### src/rtl/rd_sched_pkg.sv
// Shared types and helpers for the round-robin request scheduler.
// Holds the FSM encoding, a constant clog2, and the round-robin pick function.
package rd_sched_pkg;

   typedef enum logic [1:0] {
      ST_IDLE  = 2'd0,
      ST_GRANT = 2'd1,
      ST_WAIT  = 2'd2
   } state_t;

   localparam int MAX_REQ = 16;

   function automatic int clog2(input int v);
      int r;
      r = 0;
      for (int i = 0; i < 31; i++) begin
         if ((1 << i) < v) r = i + 1;
      end
      return r;
   endfunction

   // First set bit searching last+1, last+2, ... modulo n.
   function automatic int rr_pick(input logic [MAX_REQ-1:0] pend, input int last, input int n);
      int  idx;
      int  res;
      bit  found;
      res   = 0;
      found = 1'b0;
      for (int k = 1; k <= MAX_REQ; k++) begin
         if (k <= n && !found) begin
            idx = (last + k) % n;
            if (pend[idx[3:0]]) begin
               res   = idx;
               found = 1'b1;
            end
         end
      end
      return res;
   endfunction

endpackage

### src/rtl/rd_req_sched_if.sv
// Request/grant/status bundle between requesters, resource and the scheduler.
// The scheduler is the slave side; the requester/resource environment is the master.
interface rd_req_sched_if #(
   parameter int N_REQ = 4
);
   localparam int ID_W = rd_sched_pkg::clog2(N_REQ);

   logic [N_REQ-1:0] async_req;
   logic             enable;
   logic             res_done;
   logic             clr_err;
   logic             grant_valid;
   logic [ID_W-1:0]  grant_id;
   logic [N_REQ-1:0] grant_onehot;
   logic             res_busy;
   logic [N_REQ-1:0] pending;
   logic [N_REQ-1:0] overrun;
   logic             timeout_err;

   modport master (
      output async_req, enable, res_done, clr_err,
      input  grant_valid, grant_id, grant_onehot, res_busy, pending, overrun, timeout_err
   );

   modport slave (
      input  async_req, enable, res_done, clr_err,
      output grant_valid, grant_id, grant_onehot, res_busy, pending, overrun, timeout_err
   );
endinterface

### src/rtl/rd_req_sync_edge.sv
// Multi-flop synchronizer plus rising-edge detector for one foreign-domain request line.
// rise_o is a one-cycle pulse SYNC_STAGES cycles after the level is first sampled high.
module rd_req_sync_edge #(
   parameter int SYNC_STAGES = 3
) (
   input  logic clk_i,
   input  logic rst_i,
   input  logic async_i,
   output logic rise_o
);
   (* ASYNC_REG = "TRUE", SHREG_EXTRACT = "NO" *)
   logic [SYNC_STAGES-1:0] sync_q;
   logic [SYNC_STAGES-1:0] sync_d;
   logic                   prev_q;

   assign sync_d = {sync_q[SYNC_STAGES-2:0], async_i};

   always_ff @(posedge clk_i or posedge rst_i) begin
      if (rst_i) begin
         sync_q <= '0;
         prev_q <= 1'b0;
      end else begin
         sync_q <= sync_d;
         prev_q <= sync_q[SYNC_STAGES-1];
      end
   end

   assign rise_o = sync_q[SYNC_STAGES-1] & ~prev_q;
endmodule

### src/rtl/rd_req_sched.sv
// Round-robin scheduler granting one slow resource to N_REQ asynchronous requesters.
// Grant-to-grant is at least 3 cycles; a grant holds until res_done or the WAIT timeout.
module rd_req_sched
   import rd_sched_pkg::*;
#(
   parameter int N_REQ       = 4,
   parameter int SYNC_STAGES = 3,
   parameter int TIMEOUT     = 255
) (
   input  logic           clk_i,
   input  logic           rst_i,
   rd_req_sched_if.slave  bus
);
   localparam int ID_W  = clog2(N_REQ);
   localparam int CNT_W = (clog2(TIMEOUT + 1) < 1) ? 1 : clog2(TIMEOUT + 1);
   localparam logic [CNT_W-1:0] CNT_LAST = (TIMEOUT == 0) ? '0 : CNT_W'(TIMEOUT - 1);

   state_t           state_q, state_d;
   logic [N_REQ-1:0] pending_q, pending_d;
   logic [N_REQ-1:0] overrun_q, overrun_d;
   logic             timeout_err_q, timeout_err_d;
   logic [ID_W-1:0]  last_q, last_d;
   logic [ID_W-1:0]  grant_id_q, grant_id_d;
   logic [CNT_W-1:0] cnt_q, cnt_d;
   logic [N_REQ-1:0] rise;
   logic [N_REQ-1:0] gnt_clr;
   logic [ID_W-1:0]  pick;
   logic             to_hit;
   logic             busy;

   for (genvar g = 0; g < N_REQ; g++) begin : g_sync
      rd_req_sync_edge #(.SYNC_STAGES(SYNC_STAGES)) u_sync (
         .clk_i   (clk_i),
         .rst_i   (rst_i),
         .async_i (bus.async_req[g]),
         .rise_o  (rise[g])
      );
   end

   assign pick = ID_W'(rr_pick(MAX_REQ'(pending_q), int'(last_q), N_REQ));

   always_comb begin
      state_d    = state_q;
      last_d     = last_q;
      grant_id_d = grant_id_q;
      cnt_d      = cnt_q;
      gnt_clr    = '0;
      to_hit     = 1'b0;
      case (state_q)
         ST_IDLE: begin
            if (bus.enable && (|pending_q)) begin
               gnt_clr    = N_REQ'(1) << pick;
               grant_id_d = pick;
               last_d     = pick;
               state_d    = ST_GRANT;
            end
         end
         ST_GRANT: begin
            cnt_d   = '0;
            state_d = ST_WAIT;
         end
         ST_WAIT: begin
            cnt_d = cnt_q + CNT_W'(1);
            // Completion takes priority over a coincident timeout.
            if (bus.res_done) begin
               state_d = ST_IDLE;
            end else if ((TIMEOUT != 0) && (cnt_q == CNT_LAST)) begin
               to_hit  = 1'b1;
               state_d = ST_IDLE;
            end
         end
         default: state_d = ST_IDLE;
      endcase
   end

   // A rise on the bit being granted re-arms it without counting as an overrun.
   assign pending_d     = (pending_q & ~gnt_clr) | rise;
   assign overrun_d     = (bus.clr_err ? '0 : overrun_q) | (rise & pending_q & ~gnt_clr);
   assign timeout_err_d = (timeout_err_q & ~bus.clr_err) | to_hit;

   always_ff @(posedge clk_i or posedge rst_i) begin
      if (rst_i) begin
         state_q       <= ST_IDLE;
         pending_q     <= '0;
         overrun_q     <= '0;
         timeout_err_q <= 1'b0;
         last_q        <= ID_W'(N_REQ - 1);
         grant_id_q    <= '0;
         cnt_q         <= '0;
      end else begin
         state_q       <= state_d;
         pending_q     <= pending_d;
         overrun_q     <= overrun_d;
         timeout_err_q <= timeout_err_d;
         last_q        <= last_d;
         grant_id_q    <= grant_id_d;
         cnt_q         <= cnt_d;
      end
   end

   assign busy             = (state_q != ST_IDLE);
   assign bus.res_busy     = busy;
   assign bus.grant_valid  = (state_q == ST_GRANT);
   assign bus.grant_id     = grant_id_q;
   assign bus.grant_onehot = busy ? (N_REQ'(1) << grant_id_q) : '0;
   assign bus.pending      = pending_q;
   assign bus.overrun      = overrun_q;
   assign bus.timeout_err  = timeout_err_q;
endmodule

### src/flat_wrapper.sv
// flat-port wrapper written by rule: the top's interface ports become plain ports
module rd_req_sched_flat import rd_sched_pkg::*;
#(
   parameter int N_REQ       = 4,
   parameter int SYNC_STAGES = 3,
   parameter int TIMEOUT     = 255
)
  (clk_i, rst_i, bus_async_req, bus_enable, bus_res_done, bus_clr_err, bus_grant_valid, bus_grant_id, bus_grant_onehot, bus_res_busy, bus_pending, bus_overrun, bus_timeout_err);
  rd_req_sched_if #(.N_REQ(N_REQ)) bus_i ();
  input  logic clk_i;
  input  logic rst_i;
  input wire logic [$bits(bus_i.async_req)-1:0] bus_async_req;
  input wire logic [$bits(bus_i.enable)-1:0] bus_enable;
  input wire logic [$bits(bus_i.res_done)-1:0] bus_res_done;
  input wire logic [$bits(bus_i.clr_err)-1:0] bus_clr_err;
  output wire logic [$bits(bus_i.grant_valid)-1:0] bus_grant_valid;
  output wire logic [$bits(bus_i.grant_id)-1:0] bus_grant_id;
  output wire logic [$bits(bus_i.grant_onehot)-1:0] bus_grant_onehot;
  output wire logic [$bits(bus_i.res_busy)-1:0] bus_res_busy;
  output wire logic [$bits(bus_i.pending)-1:0] bus_pending;
  output wire logic [$bits(bus_i.overrun)-1:0] bus_overrun;
  output wire logic [$bits(bus_i.timeout_err)-1:0] bus_timeout_err;
  assign bus_i.async_req = bus_async_req;
  assign bus_i.enable = bus_enable;
  assign bus_i.res_done = bus_res_done;
  assign bus_i.clr_err = bus_clr_err;
  assign bus_grant_valid = bus_i.grant_valid;
  assign bus_grant_id = bus_i.grant_id;
  assign bus_grant_onehot = bus_i.grant_onehot;
  assign bus_res_busy = bus_i.res_busy;
  assign bus_pending = bus_i.pending;
  assign bus_overrun = bus_i.overrun;
  assign bus_timeout_err = bus_i.timeout_err;
  rd_req_sched #(.N_REQ(N_REQ), .SYNC_STAGES(SYNC_STAGES), .TIMEOUT(TIMEOUT)) u_core (.clk_i(clk_i), .rst_i(rst_i), .bus(bus_i));
endmodule
### config.mk
export PLATFORM = sky130hd
export DESIGN_NAME = rd_req_sched_flat
export DESIGN_NICKNAME = d
export VERILOG_FILES = /design/src/rtl/rd_sched_pkg.sv /design/src/rtl/rd_req_sched_if.sv /design/src/rtl/rd_req_sync_edge.sv /design/src/rtl/rd_req_sched.sv /design/src/flat_wrapper.sv
export SDC_FILE = /design/constraint.sdc
export NUM_CORES = 1
export LEC_CHECK = 0
export CORE_MARGIN = 2
export CORE_UTILIZATION = 45
export CTS_BUF_LIST = sky130_fd_sc_hd__clkbuf_4
export DETAILED_ROUTE_END_ITERATION = 12
export DONT_BUFFER_PORTS = 1
export SLEW_MARGIN = 20
export SYNTH_ARGS = -nofsm -noshare
export SYNTH_HDL_FRONTEND = slang
export SYNTH_HIERARCHICAL = 1
export SYNTH_SLANG_ARGS = --single-unit
### constraint.sdc
create_clock -name clk_i -period 1.91 [get_ports clk_i]
set_clock_uncertainty 0.05 [all_clocks]
set_input_delay 0.4775 -clock clk_i [delete_from_list [all_inputs] [get_ports clk_i]]
set_output_delay 0.4775 -clock clk_i [all_outputs]
set_load 0.1 [all_outputs]
Word-level counts from Yosys, hierarchy flattened
Index checks and enable logic that the tools add are counted.

storage, ports and cells
  bits in registers = 39
  RAM bits = 0
  bits in latches = 0
  memories kept = 0
  memory bits (read-only) = 0
  output and inout port bits = 17

cells by class
  multipliers = 0
  magnitude comparators = 4
  reductions and logical operators = 11
  add/sub/neg operators = 5
  bitwise logic cells = 21
  div/mod/pow operators = 0
  eq/ne operators = 5
  mux-type cells = 32
  shift operators = 2

operators by type and width
  operator                                                    count
  less-than comparator 4 x 5 -> 1 bit, second input constant  4
  2-to-1 mux 2 bit                                            10
  2-to-1 mux 4 bit                                            4
  one-hot mux 8 bit (2 select lines)                          1
  AND 4 bit                                                   3
  binary-select mux 1 bit (select 3 bit)                      4
  2-to-1 mux 1 bit                                            12
  adder 8 x 1 -> 8 bit, second input constant                 1
  equality test 8 bit, second input constant                  1
  bitwise OR 4 bit                                            2
  OR reduction 2 bit                                          4
  left shift 1 x 2 -> 4 bit, first input constant             2
  one-hot mux 2 bit (3 select lines)                          1
  AND 1 bit                                                   5
  NOT 1 bit                                                   5
  adder 2 x 1 -> 2 bit, second input constant                 2
  adder 2 bit, second input constant                          2
  AND 1 bit, first input constant                             4
  NOT 4 bit                                                   1
  AND reduction 2 bit                                         2
  nonzero test 2 bit                                          2
  OR reduction 4 bit                                          1
  inequality test 3 x 2 -> 1 bit, second input constant       1
  equality test 2 x 1 -> 1 bit, second input constant         1
  other kinds (5)                                             5

Longest topological paths before layout
Gate-level depths: netlist (run 1).

  word-level depth = 18
  gate-level depth with buffers = 6
  gate-level depth less buffers = 6

Cells and area by module
The synthesis (run 1) kept the hierarchy.

modules (own cells, without submodules)
  module            area an instance (µm²)  instances  cells each
  rd_req_sched      1255.0                  1          131
  rd_req_sync_edge  117.6                   4          6

Worst setup path after synthesis (run 1)
OpenSTA, ideal clock, no wires.

  kind = flip-flop to output port
  start point = reg u_core.grant_id_q[0], in the netlist u_core/bus.grant_id[0]
  end point = out bus_grant_onehot[1]
  arrival time = 3.192 ns
  path slack = -1.809 ns
  stages on the path, launching flop included = 3
  buffers on the path = 0
  cell sequence = dfrtp_1 > inv_1 > nor3_1

on the way
  word-level cells in the longest chain between the ends = 2

ends and longest elaborated chain
  element                    line                 RTL
  from (decl)                rd_req_sched.sv:23   logic [ID_W-1:0] grant_id_q, grant_id_d;
  from (signal assigned)     rd_req_sched.sv:96   grant_id_q <= grant_id_d;
  left shift 1 x 2 -> 4 bit  rd_req_sched.sv:105  assign bus.grant_onehot = busy ? (N_REQ'(1) << grant_id_q) : '0;
  2-to-1 mux 4 bit           rd_req_sched.sv:105
  to (decl)                  flat_wrapper.sv:18   output wire logic [$bits(bus_i.grant_onehot)-1:0] bus_grant_onehot;

Every way passes these cells.

Worst setup path in the final report (run 1)
  start point = reg u_core.state_q[0]
  end point = out bus_grant_onehot[2]

on the way
  word-level cells in the longest chain between the ends = 2

ends and longest elaborated chain
  element                 line                 RTL
  from (decl)             rd_req_sched.sv:18   state_t state_q, state_d;
  from (signal assigned)  rd_req_sched.sv:91   state_q <= state_d;
  nonzero test 2 bit      rd_req_sched.sv:101  assign busy = (state_q != ST_IDLE);
  2-to-1 mux 4 bit        rd_req_sched.sv:105

Every way passes these cells.

==> results of run 1 <==
cell usage after synthesis, drive strengths merged (3+ instances only):
| cell type | count | share of area |
|---|---|---|
| a311oi | 3 | 0.019 |
| a21o | 6 | 0.026 |
| nor2b | 7 | 0.043 |
| nand2 | 9 | 0.020 |
| dfrtp | 37 | 0.54 |
| nor2 | 8 | 0.017 |
| a21oi | 7 | 0.020 |
| and3 | 3 | 0.011 |
| inv | 17 | 0.037 |
| ha | 6 | 0.044 |
| nand3 | 6 | 0.017 |
| nand2b | 4 | 0.015 |
| o22ai | 3 | 0.011 |
| nor3 | 6 | 0.017 |
| o21ai | 7 | 0.020 |
worst register-to-register path: cells and delay by family, from the launching register on:
family | cells | cell delay, ns
adder cells (fa/ha/maj) | 1 | 0.29
multiplexers | 1 | 0.33
AO/OA/AOI/OAI | 1 | 0.32
buffers and inverters | 3 | 0.33
flip-flops | 1 | 0.41
state kept, by name, indices dropped and copies added, names as in the netlist:
register	count
u_core/cnt_q	8
u_core/g_sync.u_sync/prev_q	4
u_core/state_q	2
u_core/g_sync.u_sync/sync_q	12
u_core/bus.overrun	4
u_core/bus.timeout_err	1
u_core/bus.grant_id	2
u_core/bus.pending	4
u_core/last_q	2
final cells by class:
| class | count | share of cell area |
|---|---|---|
| multi-input combinational | 96 | 0.341 |
| tap | 48 | 0.0282 |
| inverter | 17 | 0.0317 |
| sequential | 39 | 0.464 |
| clock inverter | 3 | 0.00705 |
| clock buffer | 5 | 0.0176 |
| timing repair buffer | 27 | 0.110 |
metrics by stage:
step	cells	hold WS (ns)	setup WS [ns]	util
detailed placement	218	0.209	0.139	0.546
global route	235	0.0661	-0.124	0.582
floorplan	155	0.194	-0.160	-
CTS	233	0.0856	-0.0778	0.576
finish	235	0.107	-0.0564	0.582
global placement	218	0.202	0.175	0.546
cell families after synthesis:
logic type | share of synthesized area
xor+xnor | 0.00508
simple gates | 0.177
buf+inv | 0.0457
compound gates | 0.133
mux | 0.0290
flops | 0.567
fa+ha+maj | 0.0435
worst max-delay path by stage:
| stage | endpoint | slack (ns) | depth (start not counted) |
|---|---|---|---|
| floorplan | bus_grant_onehot[2] | -0.16 | 4 |
| global placement | u_core/state_q[1]$_DFFE_PP0P_ | 0.17 | 4 |
| detailed placement | u_core/bus.grant_id[0]$_DFFE_PP0P_ | 0.14 | 4 |
| CTS | bus_grant_onehot[2] | -0.08 | 4 |
| global route | bus_grant_onehot[2] | -0.12 | 4 |
| finish | bus_grant_onehot[2] | -0.06 | 4 |
layer usage:
metal | track usage | vias to the layer above | share of wire
met5 | 0 | - | 0
met1 | 0.206 | 611 | 0.44
met3 | 0.0494 | 8 | 0.049
met4 | 0.0885 | 0 | 0.025
met2 | 0.284 | 30 | 0.49
li1 | - | 593 | -
what timing repair did:
item,4_1_cts,5_1_grt
hold endpoints to repair,26,0
endpoints found under the setup margin,5,8
hold buffers,1,0
resized for setup,1,1
pin swaps,2,1
setup buffers,6,2
==> metrics.txt, run 1 <==
Setup CP Type=register to output pin; Synth Instances=155; Max Cap Viol=0; drt first pass iters=4; pin count of the biggest net entering global routing=14; Least-Margin Pin Slew=between 0.4 and 0.5 ns; worst path bufs/invs=2; Final ANT Viol Nets=0; storage element area=988 um^2; Netlist cell types=36; min cycle time layout=1.97 ns; clock slew at reported path FFs=around 0.11 ns; Initial Util=0.471; Hold Path Depth=0; reg-to-reg slack, setup=about 0.080 ns; Die Span Y=about 66 um; Synth Cell Area=about 0.0017 mm^2; Placed Area=around 0.002 mm^2; wire per inst=approximately 14 um; total CTS buffers=5; top_reg_cell synth=dfrtp_1; Post-DP HPWL=2.45 mm; RePlAce Congestion=roughly 0.87; crit-path max FO=4; Seq/Total Area, Yosys=0.567; first-pass GRT wire length=roughly 5.5 mm; CTS tree=built; vias in the first global route=1227; Crit. End Element=output pin; fraction of registers with async set/reset=1.00; setup ws final=-0.0564 ns; Clock Tree Root=clkbuf_4; Die ar.=about 0.0043 mm^2; max-slew violation count=0; fin nets=between 200 and 250; commonest non-fill, non-tap cell in the layout=dfrtp_1; worst hold path endpoint=u_core/g_sync[0].u_sync/sync_q[0]$_DFF_PP0_; FP Rows=22; Critical Path Source=u_core/state_q[0]$_DFFE_PP0P_; fillers=313; initial antenna violation count=0; CP delay by family, top=flip-flops; total routed wirelength=3.26 mm; hold crit path type=primary input to register; r2r endpoint=u_core/state_q[1]$_DFFE_PP0P_; worst-path cell chain=inv_2 -> ha_4 -> clkinvlp_4 -> and3_4; CTS H-tree lvls=2; DR iter-0 viols=62; area delta synth->final=23.4%; ant diodes=0; Critical Path Max Stage Delay=slightly below 0.4 ns; Fmax=approximately 510 MHz; status=complete, but fails checks; reg-to-reg critical path startpoint=u_core/state_q[0]$_DFFE_PP0P_; vias=around 1200; worst rel slew slack=0.674; setup TNS=-0.171 ns; Total GRT Usage=0.173; RSZ-0062 raised after global routing=true; Worst EP arrival=~1.4 ns; Yosys Warn Count=6; CTS Buffer Depth=2; min-delay src=bus_async_req[0]; Vias per Instance=approximately 5.3; final instance area=between 0.002 and 0.0025 mm^2; Reg2Reg Depth=6; Post-synth EDFFs=0; endpoints failing setup=6; violated checks=setup timing; number of synthesized register bits=39; area of the multi-input gates=727 um^2; slowest stage cell on the critical path=dfrtp_1; Worst-Skew Late Latency=around 0.34 ns; part of the cycle the worst path needs=1.03; Req. time, crit path=about 1.4 ns; grt ovf=0; average size of a mapped cell=about 11 um^2; post-detailed-route DRC marker count=0; most frequent cells in the layout=dfrtp_1 (31), buf_4 (23), inv_1 (14), nand2_1 (9), nor2_1 (8); ratio of cells with drive above 1 in the final layout=0.316; Core ar.=0.00366 mm^2; startpoint types=register; Ports=26; Syn Nets=170; Die W=65.9 um; clock tree sinks=39; IO buf count=0; Fin. Hold Viols=0
Power of run 1 is not shown: default switching activity piles up to over one toggle a cycle in this logic, so the estimate is an artifact.
==> inputs of run 2 (changes only) <==
--- a/config.mk
+++ b/config.mk
@@ -5,7 +5,7 @@
 export SDC_FILE = /design/constraint.sdc
 export NUM_CORES = 1
 export LEC_CHECK = 0
-export CORE_MARGIN = 2
+export CORE_MARGIN = 3
 export CORE_UTILIZATION = 45
 export CTS_BUF_LIST = sky130_fd_sc_hd__clkbuf_4
 export DETAILED_ROUTE_END_ITERATION = 12
==> metrics.txt, run 2 (synthesized netlist as in run 1, its figures left out) <==
status=complete, but fails checks; violated checks=setup timing; Least-Margin Pin Slew=0.345 ns; first-pass GRT wire length=around 5.3 mm; commonest non-fill, non-tap cell in the layout=dfrtp_1; Fin. Hold Viols=0; area delta synth->final=22.8%; setup ws final=-0.0578 ns; Final ANT Viol Nets=0; post-detailed-route DRC marker count=0; Worst-Skew Late Latency=between 0.3 and 0.4 ns; CTS H-tree lvls=2; Post-DP HPWL=2.37 mm; CTS tree=built; fin nets=200; part of the cycle the worst path needs=1.03; Total GRT Usage=0.157; worst rel slew slack=0.768; max-slew violation count=0; min cycle time layout=around 2 ns; ratio of cells with drive above 1 in the final layout=0.317; Die ar.=~0.0046 mm^2; endpoints failing setup=4; total CTS buffers=5; CTS Buffer Depth=2; slowest stage cell on the critical path=dfrtp_1; Core ar.=between 0.003 and 0.004 mm^2; Initial Util=0.490; initial antenna violation count=0; Die W=around 68 um; met2 wire length=around 1.5 mm; pin count of the biggest net entering global routing=24; hold crit path type=primary input to asynchronous set/reset pin; max reg flops=12; vias in the first global route=between 1000 and 1500; clock tree sinks=39; clock slew at reported path FFs=0.11 ns; Clock Tree Root=clkbuf_4; vias=1235; RePlAce Congestion=roughly 0.85; startpoint types=register; worst path bufs/invs=2; RSZ-0062 raised after global routing=true; Fmax=508 MHz; ant diodes=0; M1 WL=~1.3 mm; top layer in use=met4; Vias per Instance=about 5.3; Max Cap Viol=0; DR iter-0 viols=50; total routed wirelength=slightly above 3 mm; crit-path max FO=4; Req. time, crit path=about 1.4 ns; Crit. End Element=output pin; drt first pass iters=4; Top Registers=u_core/g_sync.u_sync/sync_q: 12 flops, u_core/cnt_q: 8 flops; Critical Path Max Stage Delay=around 0.4 ns; CP delay by family, top=flip-flops; IO buf count=0; worst-path cell chain=inv_2 -> ha_4 -> clkinvlp_4 -> and3_4; Ports=26; FP Rows=21; Worst EP arrival=between 1 and 1.5 ns; grt ovf=0; Die Span Y=around 68 um; minimum hold slack=0.00890 ns; Biggest register=u_core/g_sync.u_sync/sync_q; most frequent cells in the layout=dfrtp_1 (31), buf_4 (22), inv_1 (14), nand2_1 (9), nor2_1 (8); metal3 WL=about 220 um; Setup CP Type=register to output pin; wire per inst=~13 um
-- run 2: layer usage --
| layer | vias to the layer above | global-route usage |
|---|---|---|
| met1 | 601 | 0.183 |
| met2 | 36 | 0.271 |
| met4 | 0 | 0.0596 |
| li1 | 594 | - |
| met3 | 4 | 0.0476 |
| met5 | - | 0 |
-- run 2: through the flow --
step | setup TNS [ns] | util | std cells | setup slack (ns) | area (um^2)
final | -0.134 | 0.602 | 232 | -0.0578 | 2120
after global routing | -0.510 | 0.602 | 232 | -0.145 | 2120
after CTS | -0.152 | 0.599 | 231 | -0.0581 | 2110
after detailed placement | 0 | 0.569 | 217 | 0.157 | 2000
after global placement | 0 | 0.569 | 217 | 0.175 | 2000
after floorplan | -0.721 | - | 155 | -0.160 | 1790
-- run 2: cell type report --
class	instances	area, um^2
clock buffers	6	45.0
repair buffers	26	226
multi-input cells	96	722
flip-flops and latches	39	988
inverters	17	67.6
well taps	46	57.6
fillers	285	1400
clock inverters	2	12.5
-- run 2: repair_timing --
| action | CTS | global route |
|---|---|---|
| hold buffers | 1 | 0 |
| pin swaps | 3 | 1 |
| setup buffers | 5 | 1 |
| endpoints found under the setup margin | 5 | 6 |
| resized for setup | 0 | 1 |
| endpoints found under the hold margin | 16 | 0 |
-- run 2: final timing paths --
check / from / end / slack (ns) / depth (start not counted)
max: u_core/state_q[1]$_DFFE_PP0P_ / bus_grant_onehot[3] / -0.06 / 4
min: rst_i / u_core/bus.overrun[3]$_DFF_PP0_ / 0.009 / 2
max reg2reg: u_core/state_q[0]$_DFFE_PP0P_ / u_core/state_q[0]$_DFFE_PP0P_ / 0.11 / 6
min reg2reg: u_core/g_sync[1].u_sync/sync_q[1]$_DFF_PP0_ / u_core/g_sync[1].u_sync/sync_q[2]$_DFF_PP0_ / 0.31 / 0
max in group asynchronous: rst_i / u_core/g_sync[0].u_sync/sync_q[0]$_DFF_PP0_ / 1.17 / 2
min in group clk_i: bus_async_req[2] / u_core/g_sync[2].u_sync/sync_q[0]$_DFF_PP0_ / 0.12 / 0
Power of run 2 is left out for the same reason.
==> inputs of run 3 (changes only) <==
--- a/config.mk
+++ b/config.mk
@@ -6,10 +6,12 @@
 export NUM_CORES = 1
 export LEC_CHECK = 0
 export CORE_MARGIN = 3
-export CORE_UTILIZATION = 45
+export CORE_UTILIZATION = 55
 export CTS_BUF_LIST = sky130_fd_sc_hd__clkbuf_4
+export CTS_CLUSTER_DIAMETER = 40
 export DETAILED_ROUTE_END_ITERATION = 12
 export DONT_BUFFER_PORTS = 1
+export PLACE_DENSITY = 0.7
 export SLEW_MARGIN = 20
 export SYNTH_ARGS = -nofsm -noshare
 export SYNTH_HDL_FRONTEND = slang
==> constraint.sdc (replaced) <==
create_clock -name clk_i -period 1.9 [get_ports clk_i]
set_clock_uncertainty 0.05 [all_clocks]
set_input_delay 0.475 -clock clk_i [delete_from_list [all_inputs] [get_ports clk_i]]
set_output_delay 0.475 -clock clk_i [all_outputs]
set_load 0.1 [all_outputs]
==> metrics.txt, run 3 (synthesized netlist as in run 1, its figures left out) <==
startpoint types=register; wire per inst=15.6 um; Worst-Skew Late Latency=about 0.34 ns; reg-to-reg critical path startpoint=u_core/state_q[0]$_DFFE_PP0P_; Die W=slightly above 60 um; vias=around 1300; DR iter-0 viols=between 100 and 150; worst rel slew slack=0.668; status=complete, but fails checks; clock tree sinks=39; area delta synth->final=27.0%; CTS H-tree lvls=2; Die ar.=0.00385 mm^2; CTS Buffer Depth=2; Worst EP arrival=between 1 and 1.5 ns; endpoints failing setup=6; total routed wirelength=about 3.6 mm; commonest non-fill, non-tap cell in the layout=dfrtp_1; fin nets=203; RSZ-0062 raised after global routing=true; Die Span Y=62.0 um; hold crit path type=primary input to register; crit-path max FO=4; setup ws final=-0.0953 ns; RePlAce Congestion=around 0.85; CTS tree=built; Max Cap Viol=0; drt first pass iters=4; Biggest register=u_core/g_sync.u_sync/sync_q; IO buf count=0; Fmax=501 MHz; min cycle time layout=~2 ns; min-delay src=bus_async_req[0]; Req. time, crit path=around 1.4 ns; ratio of cells with drive above 1 in the final layout=0.339; grt ovf=0; Ports=26; initial antenna violation count=0; Crit. End Element=output pin; Initial Util=0.600; Post-DP HPWL=~2.5 mm; Critical Path Source=u_core/state_q[1]$_DFFE_PP0P_; most frequent cells in the layout=dfrtp_1 (31), buf_4 (24), inv_1 (14), nand2_1 (9), nor2_1 (8); Final ANT Viol Nets=0; Fin. Hold Viols=0; pin count of the biggest net entering global routing=15; Core ar.=approximately 0.0029 mm^2; fillers=~190; vias in the first global route=1273; FP Rows=19; part of the cycle the worst path needs=1.05; violated checks=setup timing; setup slack at placement=between 0.1 and 0.15 ns; Vias per Instance=about 5.5; ant diodes=0; post-detailed-route DRC marker count=0; max reg flops=12; area of the multi-input gates=between 700 and 800 um^2; max-slew violation count=0; Setup CP Type=register to output pin; first-pass GRT wire length=between 5 and 6 mm; clock slew at reported path FFs=about 0.12 ns; Clock Tree Root=clkbuf_4; total CTS buffers=5; Top Registers=u_core/g_sync.u_sync/sync_q: 12 flops, u_core/cnt_q: 8 flops; storage element area=slightly below 0.001 mm^2; Least-Margin Pin Slew=between 0.4 and 0.5 ns; Total GRT Usage=0.213
[run 3: through the flow]
step | cell area [um^2] | hold WS, ns | instances | TNS, ns | utilization
CTS | 2140 | 0.0672 | 226 | -0.353 | 0.743
finish | 2190 | 0.0964 | 231 | -0.333 | 0.762
detailed placement | 1990 | 0.203 | 212 | 0 | 0.692
global placement | 1990 | 0.197 | 212 | 0 | 0.692
floorplan | 1790 | 0.191 | 155 | -0.771 | -
global route | 2190 | 0.0535 | 231 | -0.692 | 0.762
[run 3: area by class of cell]
type	instances	area share
Inverter	17	0.0308
Clock inverter	3	0.0217
Clock buffer	5	0.0171
Timing Repair Buffer	29	0.119
Multi-Input combinational cell	96	0.336
Sequential cell	39	0.451
Tap cell	42	0.0240
[run 3: timing repair]
action / 4_1_cts / 5_1_grt
buffers inserted: 5 / 6
hold buffers: 1 / 0
hold endpoints to repair: 26 / 0
pin swaps: 3 / 3
endpoints found under the setup margin: 6 / 7
resized for setup: 4 / 3
[run 3: worst paths after layout]
| path | endpoint | slack, ns | depth (start not counted) |
|---|---|---|---|
| worst min-delay path | u_core/g_sync[0].u_sync/sync_q[0]$_DFF_PP0_ | 0.1 | 0 |
| max in group asynchronous | u_core/state_q[1]$_DFFE_PP0P_ | 0.62 | 3 |
| worst max-delay path | bus_grant_onehot[3] | -0.1 | 4 |
| worst max register to register | u_core/state_q[0]$_DFFE_PP0P_ | 0.05 | 8 |
| worst min register to register | u_core/g_sync[3].u_sync/sync_q[1]$_DFF_PP0_ | 0.31 | 0 |
| min in group asynchronous | u_core/g_sync[0].u_sync/prev_q$_DFF_PP0_ | 0.49 | 2 |
[run 3: worst max-delay path, stage by stage, from the launching register on]
cell        delay, ns
dfrtp_1          0.39
inv_2            0.07
ha_4             0.19
clkinvlp_4       0.10
and3_4           0.38
[run 3: per-layer routing]
metal | track usage | up-vias | part of all wire
li1 | - | 596 | -
met1 | 0.260 | 618 | 0.42
met2 | 0.351 | 55 | 0.51
met3 | 0.0475 | 7 | 0.058
met4 | 0.118 | 0 | 0.019
met5 | 0 | - | 0
Power of run 3 is left out for the same reason.
